<file path="src/rtl/button_pkg.sv">
// Shared types and default constants for the push-button conditioning block.
package button_pkg;

    typedef enum logic [1:0] {
        IDLE         = 2'd0,
        PRESS_WAIT   = 2'd1,
        HELD         = 2'd2,
        RELEASE_WAIT = 2'd3
    } btn_state_e;

    localparam int DEBOUNCE_CYCLES_DEF = 16;
    localparam int REPEAT_CYCLES_DEF   = 8;

endpackage

</file>
<file path="src/rtl/sync_2ff.sv">
// Two-flop synchroniser for asynchronous single-bit inputs; clears to 0 on reset.
module sync_2ff (
    input  logic clk,
    input  logic rst,
    input  logic d,
    output logic q
);

    logic meta_r;

    // Metastability filter: first flop may go metastable, second presents a settled value.
    always_ff @(posedge clk or negedge rst) begin
        if (!rst) begin
            meta_r <= 1'b0;
            q      <= 1'b0;
        end else begin
            meta_r <= d;
            q      <= meta_r;
        end
    end

endmodule

</file>
<file path="src/rtl/button_debounce.sv">
// Push-button debouncer: synchroniser, debounce counter and acceptance FSM with
// registered level/press/release outputs. Auto-repeat is built with BUTTON_DEBOUNCE_AUTOREPEAT_EN.
module button_debounce
    import button_pkg::*;
#(
    parameter int DEBOUNCE_CYCLES = DEBOUNCE_CYCLES_DEF
`ifdef BUTTON_DEBOUNCE_AUTOREPEAT_EN
    ,
    parameter int REPEAT_CYCLES   = REPEAT_CYCLES_DEF
`endif
) (
    input  logic clk,
    input  logic rst,
    input  logic btn_raw,
    output logic btn_level,
    output logic btn_press,
    output logic btn_release
);

    localparam int CW = $clog2(DEBOUNCE_CYCLES);
    localparam logic [CW-1:0] CNT_MAX = CW'(DEBOUNCE_CYCLES - 1);

`ifdef BUTTON_DEBOUNCE_AUTOREPEAT_EN
    localparam int RW = $clog2(REPEAT_CYCLES);
    localparam logic [RW-1:0] RPT_MAX = RW'(REPEAT_CYCLES - 1);
    logic [RW-1:0] rpt_r;
`endif

    logic          btn_sync_s;
    btn_state_e    state_r;
    logic [CW-1:0] cnt_r;
    logic          level_r;
    logic          press_r;
    logic          release_r;

    sync_2ff u_sync (
        .clk (clk),
        .rst (rst),
        .d   (btn_raw),
        .q   (btn_sync_s)
    );

    // Acceptance FSM: an edge is taken only after DEBOUNCE_CYCLES further stable samples.
    always_ff @(posedge clk or negedge rst) begin
        if (!rst) begin
            state_r   <= IDLE;
            cnt_r     <= '0;
            level_r   <= 1'b0;
            press_r   <= 1'b0;
            release_r <= 1'b0;
`ifdef BUTTON_DEBOUNCE_AUTOREPEAT_EN
            rpt_r     <= '0;
`endif
        end else begin
            press_r   <= 1'b0;
            release_r <= 1'b0;
            case (state_r)
                IDLE: begin
                    if (btn_sync_s) begin
                        state_r <= PRESS_WAIT;
                        cnt_r   <= '0;
                    end
                end
                PRESS_WAIT: begin
                    if (!btn_sync_s) begin
                        state_r <= IDLE;
                    end else if (cnt_r == CNT_MAX) begin
                        state_r <= HELD;
                        level_r <= 1'b1;
                        press_r <= 1'b1;
`ifdef BUTTON_DEBOUNCE_AUTOREPEAT_EN
                        rpt_r   <= '0;
`endif
                    end else begin
                        cnt_r <= cnt_r + 1'b1;
                    end
                end
                HELD: begin
                    if (!btn_sync_s) begin
                        state_r <= RELEASE_WAIT;
                        cnt_r   <= '0;
                    end else begin
`ifdef BUTTON_DEBOUNCE_AUTOREPEAT_EN
                        // Repeat phase only advances while the button is steadily held.
                        if (rpt_r == RPT_MAX) begin
                            press_r <= 1'b1;
                            rpt_r   <= '0;
                        end else begin
                            rpt_r <= rpt_r + 1'b1;
                        end
`endif
                    end
                end
                RELEASE_WAIT: begin
                    if (btn_sync_s) begin
                        state_r <= HELD;
                    end else if (cnt_r == CNT_MAX) begin
                        state_r   <= IDLE;
                        level_r   <= 1'b0;
                        release_r <= 1'b1;
`ifdef BUTTON_DEBOUNCE_AUTOREPEAT_EN
                        rpt_r     <= '0;
`endif
                    end else begin
                        cnt_r <= cnt_r + 1'b1;
                    end
                end
                default: begin
                    state_r <= IDLE;
                    cnt_r   <= '0;
                    level_r <= 1'b0;
                end
            endcase
        end
    end

    assign btn_level   = level_r;
    assign btn_press   = press_r;
    assign btn_release = release_r;

endmodule

</file>
<file path="config.mk">
export PLATFORM = sky130hd
export DESIGN_NAME = button_debounce
export DESIGN_NICKNAME = d
export VERILOG_FILES = /design/src/rtl/button_pkg.sv /design/src/rtl/sync_2ff.sv /design/src/rtl/button_debounce.sv
export SDC_FILE = /design/constraint.sdc
export NUM_CORES = 1
export LEC_CHECK = 0
export BUFFER_PORTS_ARGS = -buffer_cell sky130_fd_sc_hd__buf_2
export CAP_MARGIN = 5
export CORE_AREA = 2 2 39 41
export CTS_BUF_LIST = sky130_fd_sc_hd__clkbuf_16
export DETAILED_ROUTE_END_ITERATION = 12
export DIE_AREA = 0 0 41 43
export PLACE_DENSITY_LB_ADDON = 0.25
export SLEW_MARGIN = 20
export SYNTH_ARGS = -nofsm -noshare
export SYNTH_HDL_FRONTEND = slang
export SYNTH_SLANG_ARGS = --single-unit
</file>
<file path="constraint.sdc">
create_clock -name clk -period 1.65 [get_ports clk]
set_input_delay 0.165 -clock clk [delete_from_list [all_inputs] [get_ports clk]]
set_output_delay 0.165 -clock clk [all_outputs]
set_load 0.005 [all_outputs]
</file>
==> flow_summary.yaml, run 1 <==
logic_synthesis:
  synthDistinctLibCells: 18
  yosys_warnings: 0
  synth_area_leaders: "dfrtp_1, mux2_4, a21oi_1"
  netlist.area_leader.share_pct: 58.8
  synth_top_area_cell: "dfrtp_1"
  ys_ff_latch: 11
  avgSynthCellArea_um2: 12.0
  synth_edf_count: 0
  synth.net_count: 43
  synthFlopType: "dfrtp_1"
  async_flop_share_pct: 100
  yosys-top-cells-count: "dfrtp_1, a21oi_1, nand2_1"
  mappedNetlistArea_um2: 468
  synthCells: 39
  ys_seq_area_share_pct: 58.8
  synth.most_common_cell: "dfrtp_1"
global_route:
  use_met1_pct: 14.1
  grt_max_degree: 12
  grtUsageTotal_pct: 12.2
  top_usage_layer: "met2"
  antenna_found_initial: 0
  grt_pass1_vias: 315
  overflow: 0
  grtUsageMet3_pct: 6.28
  grt_first_pass_wirelength_um: 1330
  grt_use_met2_pct: 15.9
layout:
  drive_gt1_share_pct: 26.5
  nets: 54
  diodes: 0
  area_growth_pct: 28.6
clocking:
  clk_latency_ns: 0.24
  cts_buffer_depth: 2
  cts_hold_buf: 1
  postCtsSetupRepairBufs: 0
  cts_tree: "yes"
  cts_root_buf: "clkbuf_16"
  cts_buffers: 3
  clock-sinks: 11
  cts.htree.levels: 1
  ctsResizeCount: 0
  path_clk_slew_ns: 0.04
detailed_routing:
  postRouteAntennaNets: 0
  wire_per_inst_um: 12.0
  vias_per_cell: 4.75
  drc: 0
  drtIter0Drc: 4
  vias: 309
  drt-total-wl_um: 779
  firstDrtPassIters: 2
setup_path:
  cp.required_ns: 1.77
  path_class: "reg2reg"
  end_kind: "flip-flop"
  worstPathArrival_ns: 1.58
  worstPathMaxFanout: 6
  cp-start-kind: "flip-flop"
floorplanning:
  row_count: 14
  fp.dieW_um: 41
  io_pins: 6
  die_h_um: 43
  core_area_mm2: 0.00138
  initial_core_util_pct: 33.8
  dieArea_mm2: 0.00176
sta:
  slew_headroom_pct: 76.0
  slew_violations: 0
  fin_crit_sh_pct: 88.4
  setup_ws_ns: 0.192
  finalSetupViolCount: 0
  worst_pin_slew_ns: 0.360
  max_freq_ghz: 0.686
  hold_viol_final: 0
  finalSetupTns_ns: 0
  timing.final.crit_period_ns: 1.46
  rsz0062_at_grt: "no"
  skew_ns: 0.00225
power:
  power_w: 0.000784
  total_leakage_power_nw: 0.305
  ir_worst_vdd_v: 0.000710
  powerDensity_mw_per_mm2: 1300
hold_path:
  hold_class: "in2reg"
run:
  cap_viol_max_count: 0
placed_design:
  gp_congestion: 0.698
  io_buffers: 5
  post-place-ws_ns: 0.192
  place_hpwl_um: 519
run_status:
  status: "complete, no violations"
power by group:
part / total (W) / internal (W) / switching [W]
clock network: 0.000438 / 0.000318 / 0.000120
registers: 0.000303 / 0.000287 / 0.0000161
logic: 0.0000430 / 0.0000224 / 0.0000206
total: 0.000784 / 0.000627 / 0.000157
flip-flops by register name, summed over array words and instances (netlist names), named ones only:
name	count
btn_release	1
u_sync.q	1
btn_press	1
state_r	1
u_sync.meta_r	1
btn_level	1
cnt_r	4
per-stage QoR:
stage	hold slack [ns]	instance area, µm²	utilization (%)	std cells
detailed placement	0.0450	513	37.1	60
floorplan	-0.131	468	-	39
CTS	0.0286	602	43.5	65
global placement	0.0451	513	37.1	60
global route	0.0304	602	43.5	65
finish	0.0294	602	43.5	65
metal layers:
layer | vias to the layer above | wire (µm)
met4 | 0 | 35
met1 | 141 | 340
met3 | 5 | 46
li1 | 155 | -
met2 | 8 | 356
met5 | - | 0
layout by cell type, fill, tap and decap left out, drive strengths merged:
master,synthesis,routed
nor3b,1,1
dlygate4sd3,0,1
and3,1,1
a21oi,4,4
mux2,2,2
nor2,2,2
nand2,5,5
dfrtp,11,11
xor2,1,1
nand4,2,2
a21boi,1,1
buf,0,5
a21bo,1,1
nand3,1,1
o21ai,3,3
and4,1,1
inv,2,3
clkbuf,0,3
ha,1,1
critical path, stage by stage (launching register included):
cell     delay (ns)
dfrtp_1        0.38
ha_1           0.22
nand4_1        0.26
nand2_2        0.18
mux2_4         0.30
kinds of logic after synthesis:
group / count (synthesis) / share of synthesized area (%)
adder cells (fa/ha/maj): 1 / 2.67
AND/OR/NAND/NOR: 13 / 15.8
AO/OA/AOI/OAI: 9 / 11.2
XOR/XNOR: 1 / 3.48
multiplexers: 2 / 6.42
buffers and inverters: 2 / 1.60
flip-flops: 11 / 58.8
path summary, 6_finish.rpt:
path	startpoint	end	slack (ns)	cells past startpoint
setup / recovery	cnt_r[0]	cnt_r[0]	0.19	4
hold / removal	btn_raw	u_sync.meta_r	0.03	1
setup reg to reg	cnt_r[0]	cnt_r[0]	0.19	4
hold reg to reg	u_sync.meta_r	u_sync.q	0.35	0
max in group asynchronous	rst	cnt_r[3]	1.11	2
min in group asynchronous	rst	btn_release	0.33	2
cell type report:
type | count | area [µm²]
fill | 133 | 782
tap | 16 | 20.0
clock inverter | 1 | 3.75
timing repair buffer | 6 | 35.0
sequential | 11 | 275
multi-input combinational | 26 | 185
clock buffer | 3 | 75.1
inverter | 2 | 7.51
No activity file was read; power rests on OpenSTA's default activity.
==> run 2: changes to the inputs <==
--- a/config.mk
+++ b/config.mk
@@ -7,10 +7,10 @@
 export LEC_CHECK = 0
 export BUFFER_PORTS_ARGS = -buffer_cell sky130_fd_sc_hd__buf_2
 export CAP_MARGIN = 5
-export CORE_AREA = 2 2 39 41
+export CORE_AREA = 3 3 40 42
 export CTS_BUF_LIST = sky130_fd_sc_hd__clkbuf_16
 export DETAILED_ROUTE_END_ITERATION = 12
-export DIE_AREA = 0 0 41 43
+export DIE_AREA = 0 0 43 45
 export PLACE_DENSITY_LB_ADDON = 0.25
 export SLEW_MARGIN = 20
 export SYNTH_ARGS = -nofsm -noshare
==> constraint.sdc (replaced) <==
create_clock -name clk -period 1.65 [get_ports clk]
set_input_delay 0.2475 -clock clk [delete_from_list [all_inputs] [get_ports clk]]
set_output_delay 0.2475 -clock clk [all_outputs]
set_load 0.005 [all_outputs]
==> flow_summary.yaml, run 2 (synthesis gave the netlist of run 1 again) <==
setup_path:
  cp-startpoint: "cnt_r[0]"
  end_kind: "flip-flop"
  cp_cell_sequence: "ha_1 > nand4_1 > nand2_2 > mux2_4"
  r2r-start: "cnt_r[0]"
  slowest_delay_ns: 0.38
  cp.required_ns: 1.76
  crit_slowest_cell: "dfrtp_1"
  cp-start-kind: "flip-flop"
  path_class: "reg2reg"
  worstPathArrival_ns: 1.61
  worstPathMaxFanout: 6
sta:
  skew_ns: 0.00141
  worst_pin_slew_ns: 0.346
  finalSetupViolCount: 0
  slew_violations: 0
  setup_ws_ns: 0.153
  slew_headroom_pct: 76.9
  rsz0062_at_grt: "no"
  fin_crit_sh_pct: 90.7
  timing.final.crit_period_ns: 1.50
  max_freq_ghz: 0.668
  hold_viol_final: 0
  finalSetupTns_ns: 0
placed_design:
  place_hpwl_um: 603
  io_buffers: 5
  gp_congestion: 0.788
  post-place-ws_ns: 0.153
power:
  total_leakage_power_nw: 0.305
  combPwrFrac_pct: 5.6
  switchingPower_w: 0.000143
  powerDensity_mw_per_mm2: 1280
  pwr-share-seq_pct: 39.4
  internal_power_w: 0.000626
  clkPwrFrac_pct: 55.0
  ir_worst_vdd_v: 0.000501
  switching_share_pct: 18.6
global_route:
  grt_pass1_vias: 318
  grt_first_pass_wirelength_um: 1320
  grt_max_degree: 12
  antenna_found_initial: 0
  grtUsageTotal_pct: 9.82
  overflow: 0
layout:
  largest_reg_flops: 4
  nets: 54
  diodes: 0
  regMostFlops: "cnt_r"
  drive_gt1_share_pct: 26.5
  mostFrequentLayoutCells: "dfrtp_1, buf_2, nand2_1, a21oi_1"
  area_growth_pct: 28.3
  final_common_cell: "dfrtp_1"
clocking:
  cts_root_buf: "clkbuf_16"
  clk_latency_ns: 0.23
  path_clk_slew_ns: 0.04
  cts_tree: "yes"
  cts.htree.levels: 1
  cts_buffers: 3
  clock-sinks: 11
  cts_buffer_depth: 2
hold_path:
  hold_class: "in2reg"
  worstHoldStart: "btn_raw"
run_status:
  status: "complete, no violations"
floorplanning:
  die_h_um: 45
  io_pins: 6
  initial_core_util_pct: 36.4
  core_area_mm2: 0.00128
  fp.dieW_um: 43
  row_count: 13
  dieArea_mm2: 0.00194
detailed_routing:
  drt-total-wl_um: 777
  drtIter0Drc: 2
  postRouteAntennaNets: 0
  drc: 0
  firstDrtPassIters: 2
  wire_per_inst_um: 12.1
  vias: 312
  vias_per_cell: 4.88
run:
  cap_viol_max_count: 0
## run 2: cell counts in the layout (fill, tap and decap cells not counted)
Identical to the previous run, type by type.
## run 2: cell type report
| class | count | area (µm²) |
|---|---|---|
| Sequential cell | 11 | 275 |
| Clock buffer | 3 | 75.1 |
| Tap cell | 15 | 18.8 |
| Clock inverter | 1 | 3.75 |
| Fill cell | 116 | 684 |
| Multi-Input combinational cell | 26 | 185 |
| Inverter | 2 | 7.51 |
| Timing Repair Buffer | 6 | 35.0 |
## run 2: repair_timing
action | in CTS | in global routing
endpoints found under the hold margin | 11 | 0
buffers inserted | 0 | 0
hold buffers | 1 | 0
resized for setup | 0 | 0
## run 2: power groups by stage
stage | clock [W] | combinational [W] | sequential (W)
finish | 0.000423 | 0.0000431 | 0.000303
floorplan | 0 | 0.0000305 | 0.000302
CTS | 0.000430 | 0.0000442 | 0.000303
detailed placement | 0 | 0.0000423 | 0.000307
global placement | 0 | 0.0000404 | 0.000306
global route | 0.000445 | 0.0000500 | 0.000306
## run 2: metal layers
metal	vias up	wire length, µm	track usage, %
met1	146	340	10.9
met5	-	0	0
li1	157	-	-
met3	2	37	3.59
met4	0	16	7.23
met2	7	383	15.6
## run 2: stage by stage
step	cell area, µm²	total power (W)	utilization [%]	hold slack (ns)	cells
2_1_floorplan	468	0.000333	-	-0.0481	39
3_3_place_gp	512	0.000347	39.8	0.118	59
3_5_place_dp	512	0.000349	39.8	0.124	59
4_1_cts	601	0.000778	46.7	0.120	64
5_1_grt	601	0.000800	46.7	0.129	64
6_report	601	0.000769	46.7	0.120	64
## run 2: path summary, 6_finish.rpt
path,to,slack [ns],cells after the start
max reg2reg,cnt_r[0],0.15,4
min in group asynchronous,btn_level,0.42,2
max in group asynchronous,cnt_r[0],1.04,2
min,u_sync.meta_r,0.12,1
max,cnt_r[0],0.15,4
min reg2reg,u_sync.q,0.35,0
## run 2: worst max-delay path, delay by kind of cell (launching register included)
kind	cells	cell delay [ns]
flops	1	0.38
simple gates	2	0.47
mux	1	0.30
fa+ha+maj	1	0.22
